**src/rtl/bch_pkg.sv**
```systemverilog
// Shared constants and state encoding for the BCH(63,51) decoder arbiter.
package bch_pkg;
  localparam int CW_LEN  = 63;
  localparam int MSG_LEN = 51;

  typedef enum logic [1:0] {
    ST_IDLE  = 2'd0,
    ST_FEED  = 2'd1,
    ST_DRAIN = 2'd2
  } t_arb_state;
endpackage

```
**src/rtl/bch_rr_pick.sv**
```systemverilog
// Combinational grant picker. Round-robin from last_i+1 by default;
// BCH_ARB_FIXED_PRIO_EN selects lowest-index-wins and ignores last_i.
module bch_rr_pick #(
  parameter int NUM_CH = 4,
  parameter int GW     = $clog2(NUM_CH)
) (
  input  logic [NUM_CH-1:0] req_i,
  input  logic [GW-1:0]     last_i,
  output logic [GW-1:0]     pick_o,
  output logic              any_o
);
  assign any_o = |req_i;

`ifdef BCH_ARB_FIXED_PRIO_EN
  logic unused_last;
  assign unused_last = ^last_i;

  always_comb begin
    pick_o = '0;
    for (int i = NUM_CH - 1; i >= 0; i--)
      if (req_i[i]) pick_o = GW'(i);
  end
`else
  logic [GW-1:0] idx;

  // Walk from farthest to nearest so the closest requester after last_i wins.
  always_comb begin
    pick_o = '0;
    idx    = '0;
    for (int k = NUM_CH - 1; k >= 0; k--) begin
      idx = GW'((int'(last_i) + 1 + k) % NUM_CH);
      if (req_i[idx]) pick_o = idx;
    end
  end
`endif
endmodule

```
**src/rtl/bch_decoder_arbiter.sv**
```systemverilog
// Arbitrates NUM_CH serial codeword requesters onto one shared BCH(63,51) decoder.
// Define BCH_ARB_FIXED_PRIO_EN for fixed priority instead of round-robin.
module bch_decoder_arbiter
  import bch_pkg::*;
#(
  parameter int NUM_CH = 4,
  parameter int CNT_W  = 6,
  localparam int GW    = $clog2(NUM_CH)
) (
  input  logic              clk,
  input  logic              rst_n,
  input  logic [NUM_CH-1:0] req_valid,
  input  logic [NUM_CH-1:0] req_data,
  output logic [NUM_CH-1:0] req_ready,
  output logic [NUM_CH-1:0] resp_valid,
  output logic [NUM_CH-1:0] resp_data,
  input  logic [NUM_CH-1:0] resp_ready,
  output logic              dec_in_valid,
  output logic              dec_in_data,
  input  logic              dec_in_ready,
  input  logic              dec_out_valid,
  input  logic              dec_out_data,
  output logic              dec_out_ready,
  output logic [GW-1:0]     grant_id,
  output logic              busy,
  output logic              frame_done
);
  t_arb_state       state_q, state_d;
  logic [CNT_W-1:0] cnt_q, cnt_d;
  logic [GW-1:0]    grant_q, grant_d;
  logic [GW-1:0]    last_q, last_d;
  logic [GW-1:0]    pick;
  logic             any_req;

  bch_rr_pick #(.NUM_CH(NUM_CH), .GW(GW)) u_pick (
    .req_i  (req_valid),
    .last_i (last_q),
    .pick_o (pick),
    .any_o  (any_req)
  );

  assign grant_id = grant_q;
  assign busy     = (state_q != ST_IDLE);

  always_ff @(posedge clk or negedge rst_n) begin
    if (!rst_n) begin
      state_q <= ST_IDLE;
      cnt_q   <= '0;
      grant_q <= '0;
      last_q  <= GW'(NUM_CH - 1);
    end else begin
      state_q <= state_d;
      cnt_q   <= cnt_d;
      grant_q <= grant_d;
      last_q  <= last_d;
    end
  end

  // All datapath steering is combinational off the locked grant.
  always_comb begin
    state_d       = state_q;
    cnt_d         = cnt_q;
    grant_d       = grant_q;
    last_d        = last_q;
    req_ready     = '0;
    resp_valid    = '0;
    resp_data     = '0;
    dec_in_valid  = 1'b0;
    dec_in_data   = 1'b0;
    dec_out_ready = 1'b0;
    frame_done    = 1'b0;
    case (state_q)
      ST_IDLE: begin
        if (any_req) begin
          grant_d = pick;
          cnt_d   = '0;
          state_d = ST_FEED;
        end
      end
      ST_FEED: begin
        dec_in_valid       = req_valid[grant_q];
        dec_in_data        = req_data[grant_q];
        req_ready[grant_q] = dec_in_ready;
        if (req_valid[grant_q] && dec_in_ready) begin
          if (cnt_q == CNT_W'(CW_LEN - 1)) begin
            cnt_d   = '0;
            state_d = ST_DRAIN;
          end else begin
            cnt_d = cnt_q + 1'b1;
          end
        end
      end
      ST_DRAIN: begin
        resp_valid[grant_q] = dec_out_valid;
        resp_data[grant_q]  = dec_out_data;
        dec_out_ready       = resp_ready[grant_q];
        if (dec_out_valid && resp_ready[grant_q]) begin
          if (cnt_q == CNT_W'(MSG_LEN - 1)) begin
            frame_done = 1'b1;
            last_d     = grant_q;
            cnt_d      = '0;
            state_d    = ST_IDLE;
          end else begin
            cnt_d = cnt_q + 1'b1;
          end
        end
      end
      default: state_d = ST_IDLE;
    endcase
  end
endmodule
```
**config.mk**
```make
export PLATFORM = sky130hd
export DESIGN_NAME = bch_decoder_arbiter
export DESIGN_NICKNAME = d
export VERILOG_FILES = /design/src/rtl/bch_pkg.sv /design/src/rtl/bch_rr_pick.sv /design/src/rtl/bch_decoder_arbiter.sv
export SDC_FILE = /design/constraint.sdc
export NUM_CORES = 1
export LEC_CHECK = 0
export BUFFER_PORTS_ARGS = -buffer_cell sky130_fd_sc_hd__buf_2
export CAP_MARGIN = 25
export CORE_ASPECT_RATIO = 1.75
export CORE_UTILIZATION = 38
export DETAILED_ROUTE_END_ITERATION = 6
export GPL_TIMING_DRIVEN = 1
export PLACE_DENSITY = 0.73
export SLEW_MARGIN = 40
export SYNTH_ARGS = -nofsm -noshare
export SYNTH_HDL_FRONTEND = slang
export SYNTH_HIERARCHICAL = 1
export SYNTH_SLANG_ARGS = --single-unit
```
**constraint.sdc**
```tcl
create_clock -name clk -period 7.25 [get_ports clk]
set_clock_uncertainty 0.2 [all_clocks]
set_input_delay 1.45 -clock clk [delete_from_list [all_inputs] [get_ports clk]]
set_output_delay 1.45 -clock clk [all_outputs]
set_load 0.005 [all_outputs]
```
==> Word level (Yosys, flattened, before mapping) <==
Index checks and enable logic that the tools add are counted.
{ "totals": {"ff_bits": 12, "inputBits": 17, "out_inout_bits": 19, "wordCells": 79} }
{ "op_classes": {"n_addsub": 5, "n_lt_le_gt_ge": 6, "n_eq_ne": 9, "n_mux": 41, "n_bitwise": 3, "n_reduce_logical": 11} }
{ "ops": {"columns": ["cell", "n"], "rows": [
  ["$mux 6", 5],
  ["$mux 2", 9],
  ["$pmux 6 s3", 1],
  ["$lt 2x3->1 const B", 5],
  ["$bmux 1 s2", 7],
  ["$mux 1", 14],
  ["$and 4x4->4", 3],
  ["$eq 6x6->1 const B", 2],
  ["$mux 4", 3],
  ["$ne 2x2->1 const B", 5],
  ["$add 6x1->6 const B", 1],
  ["$pmux 2 s3", 1],
  ["$reduce_and 5->1", 1],
  ["$add 2x1->2 const B", 2],
  ["$add 2x2->2 const B", 2],
  ["$reduce_and 4->1", 1],
  ["$reduce_or 4->1", 1],
  ["$logic_and 1x1->1", 3],
  ["$reduce_and 3->1", 1],
  ["$reduce_bool 3->1", 1],
  ["$demux 1 s2", 1],
  ["$eq 2x1->1 const B", 1],
  ["$eq 2x2->1 const B", 1],
  ["$ge 2x1->1 const B", 1],
  ["other kinds (3)", 3]
]} }

==> Logic depth before layout (Yosys ltp) <==
{ "depth": {"word_depth": 8, "depth_mapped": 8, "ltp_nobuf": 7} }

==> Modules after synthesis <==
The synthesis kept the hierarchy.
{ "modules_own_cells": {"columns": ["mod", "instances", "cells_per_inst", "area_per_inst_um2"], "rows": [
  ["bch_decoder_arbiter", 1, 95, 899.6],
  ["bch_rr_pick", 1, 14, 86.3]
]} }

==> Least setup slack after synthesis <==
Ideal clock, no wire load.
{ "synth_timing": {"path_type": "input -> output", "from": "in resp_ready[1]", "to": "out dec_out_ready", "t_arrival_ps": 2142, "slack_ps": 3458, "path_stages": 2, "path_cell_list": "mux4_1 > and2_1"} }
{ "synth_between": {"elab_chain_len": 3} }
{ "synth_rtl": {"columns": ["element", "line", "text"], "rows": [
  ["from (decl)", "bch_decoder_arbiter.sv:17", "input logic [NUM_CH-1:0] resp_ready,"],
  ["$bmux 1 s2", "bch_decoder_arbiter.sv:96", "dec_out_ready = resp_ready[grant_q];"],
  ["$mux 1 (implied by the code)", "bch_decoder_arbiter.sv:96", null],
  ["$mux 1", "bch_decoder_arbiter.sv:72", "case (state_q)"],
  ["to (decl)", "bch_decoder_arbiter.sv:23", "output logic dec_out_ready,"]
]} }
Every way passes these cells. The select of a mux whose other input is x is not followed.

==> Final worst setup path <==
{ "layout_timing": {"from": "in resp_ready[1]", "to": "out frame_done"} }
{ "layout_between": {"elab_chain_len": 5} }
{ "layout_rtl": {"columns": ["element", "line", "text"], "rows": [
  ["$bmux 1 s2", "bch_decoder_arbiter.sv:97", "if (dec_out_valid && resp_ready[grant_q]) begin"],
  ["$mux 1 (implied by the code)", "bch_decoder_arbiter.sv:97", null],
  ["$logic_and 1x1->1", "bch_decoder_arbiter.sv:97", null],
  ["$mux 1", "bch_decoder_arbiter.sv:97", null],
  ["$mux 1", "bch_decoder_arbiter.sv:72", null],
  ["to (decl)", "bch_decoder_arbiter.sv:26", "output logic frame_done"]
]} }
Every way passes these cells. The select of a mux whose other input is x is not followed.

==> metrics.txt <==
antenna cell count=0; Pint=223 uW; Place WS=3200 ps; Hold Slack=302 ps; Post-CTS Setup Repair Bufs=0; largest net degree at the start of global routing=13; syn nets=133; root buf cell=clkbuf_8; DR pass1 iterations=4; Crit Path Class=in -> out; combinational share of power=51.2%; routed vias/inst=5.60; initial drt markers=26; Die ar.=2810 um2; Worst Path Required=5600 ps; Initial Utilization=40.0%; CP endpoint kind=output port; Skew-Pair Late Insertion Delay=250 ps; gr usage total=17.0%; # setup viols final=0; Pins Over Slew Limit=0; Die Y=69.4 um; Post-DRT Antenna Nets=0; crit path time final=4050 ps; Final HPWL DP=1.86 mm; Worst Hold Path EP=cnt_q[4]; H-tree depth=1; gr ovfl total=0; count of cell types in the netlist=31; share of cells above drive strength 1=35.9%; max-cap viol count=0; Worst VDD drop=0.204 mV; initial antenna violation count=0; clock buffer depth=2; TritonCTS buffer count=3; CTS tree=yes; Ports=36; Cell Pwr Density=305 nW/um2; Leak Pwr=0.000594 uW; P&R area growth vs syn=25.1%; fillers=227; Vias=957; worst reg2reg startpoint=grant_id[0]; Max-slew headroom=52.4%; Mapped Avg Cell Area=9.05 um2; worst setup margin=3200 ps; final wirelength=2.31 mm; fin crit share=55.9%; status=finished, final reports clean; unrepaired setup endpoints after global routing=no; hold_buf cts=0; min-delay src=cnt_q[4]; drt wl/cell=13.5 um; CP max FO=3; cell count after synthesis=109; WHS Path Cells=1; core area=2460 um2; Final Power=376 uW; mapped cell area=986 um2; final-report hold violation count=0; Seq/Total Area, Yosys=30.7%; CTS clock-pin slew for the worst setup and hold paths=50 ps; setup_tns=0 ps; R2R Setup Slk=4560 ps; Post-DP Area=1180 um2; Synth Register Bits=12; Worst Tran Pin Value=708 ps; placement row count=24; first-pass GRT wire length=3.37 mm; vias in the first global route=858; arrival time worst endpoint=2400 ps; Port Buffer Count=35; Finished Cell Area=1230 um2; Hold Crit Class=reg -> reg; R2R Path End=cnt_q[5]; DRC=0; worst-case reg-to-reg path depth=5; Resize count post-CTS=0; sw power=153 uW; switching part of the total power=40.7%; Startpoint Class=primary input; DIE WIDTH=40.5 um; GP Congestion=0.851; yosys warns=6; fmax=0.247 GHz; Reg power frac=29.1%; clock group share of total power=19.7%; final net count=170; Clock Sink Count=12
## cell type report
type                            count  area [um2]  area share (%)
Clock buffer                        4        55.1            4.46
Inverter                            6        22.5            1.83
Multi-Input combinational cell     88         646            52.3
Sequential cell                    12         303            24.5
Tap cell                           26        32.5            2.64
Timing Repair Buffer               35         175            14.2
## per-layer routing
layer,GRT usage [%],wire length (um),vias up
li1,-,-,464
met1,16.1,872,442
met2,30.7,1230,45
met3,3.85,146,6
met4,7.78,51,0
met5,0,0,-
## placed cells by master, fill, tap and decap left out, types with 2 or more instances in the layout
master / count
a21boi_1: 2
a21oi_1: 3
and2_1: 3
buf_2: 35
clkbuf_8: 4
dfrtp_1: 10
dfstp_2: 2
ha_1: 7
inv_1: 6
mux2_2: 6
mux4_1: 2
nand2_1: 10
nand2b_1: 5
nand3_1: 4
nor2_1: 14
nor3_1: 6
nor3b_1: 2
o21a_1: 2
o21ai_0: 7
o31ai_1: 3
## cell usage after synthesis
| cell | n | area (um2) |
|---|---|---|
| nand2b_1 | 5 | 31.3 |
| or2b_1 | 1 | 7.51 |
| buf_6 | 1 | 11.3 |
| mux2i_1 | 1 | 10.0 |
| o41ai_1 | 1 | 8.76 |
| a21oi_1 | 3 | 15.0 |
| o221ai_2 | 1 | 15.0 |
| o21a_1 | 2 | 15.0 |
| mux4_1 | 2 | 52.6 |
| dfstp_2 | 2 | 52.6 |
| buf_2 | 2 | 10.0 |
| mux2_2 | 6 | 67.6 |
| o41ai_2 | 1 | 16.3 |
| nand3_1 | 4 | 20.0 |
| dfrtp_1 | 10 | 250 |
| a31oi_1 | 1 | 6.26 |
| or3_4 | 1 | 11.3 |
| and2_1 | 3 | 18.8 |
| a21boi_1 | 2 | 15.0 |
| o31ai_1 | 3 | 22.5 |
| ha_1 | 7 | 87.6 |
| nor3b_1 | 2 | 15.0 |
| mux4_2 | 1 | 22.5 |
| inv_1 | 6 | 22.5 |
| nor3_1 | 6 | 30.0 |
| nor4_1 | 2 | 12.5 |
| o21ai_0 | 7 | 35.0 |
| nor2b_1 | 1 | 6.26 |
| or4_1 | 1 | 7.51 |
| nand2_1 | 10 | 37.5 |
| nor2_1 | 14 | 52.6 |
## critical path: stages
cell and delay (ps):
buf_2 100, mux4_1 540, nand2_1 150, inv_1 50
buf_2 120
## flip-flops by register name, indices dropped and copies added (netlist names)
signal    count
grant_id      2
last_q        2
state_q       2
cnt_q         6
## cells by family (layout without fill, tap and decap cells)
group / after synthesis / after routing / share of synthesized area, %
and+or+nand+nor: 50 / 50 / 25.4
DFF: 12 / 12 / 30.7
buffers and inverters: 9 / 45 / 4.44
adders and majority gates: 7 / 7 / 8.88
muxes: 10 / 10 / 15.5
AOI/OAI and AO/OA: 21 / 21 / 15.1
## power groups by stage
stage | clock network, uW | logic (uW) | registers [uW]
after floorplan | 0 | 155 | 95.5
after global placement | 0 | 186 | 109
after detailed placement | 0 | 192 | 110
after CTS | 75.5 | 193 | 109
after global routing | 79.6 | 218 | 113
final | 74.1 | 192 | 109
## through the flow
stage                     cells  utilization (%)
final                       171             50.1
after global routing        171             50.1
after CTS                   171             50.1
after detailed placement    167             47.9
after global placement      167             47.6
after floorplan             109                -
## worst max-delay path by stage
stage	cells past startpoint	to	startpoint	slack (ps)
floorplan	2	dec_out_ready	resp_ready[1]	3460
global placement	4	dec_out_ready	resp_ready[1]	3230
detailed placement	5	frame_done	resp_ready[1]	3200
CTS	5	frame_done	resp_ready[1]	3200
global route	5	frame_done	resp_ready[1]	3140
finish	5	frame_done	resp_ready[1]	3200
(Power assumes the default switching activity.)
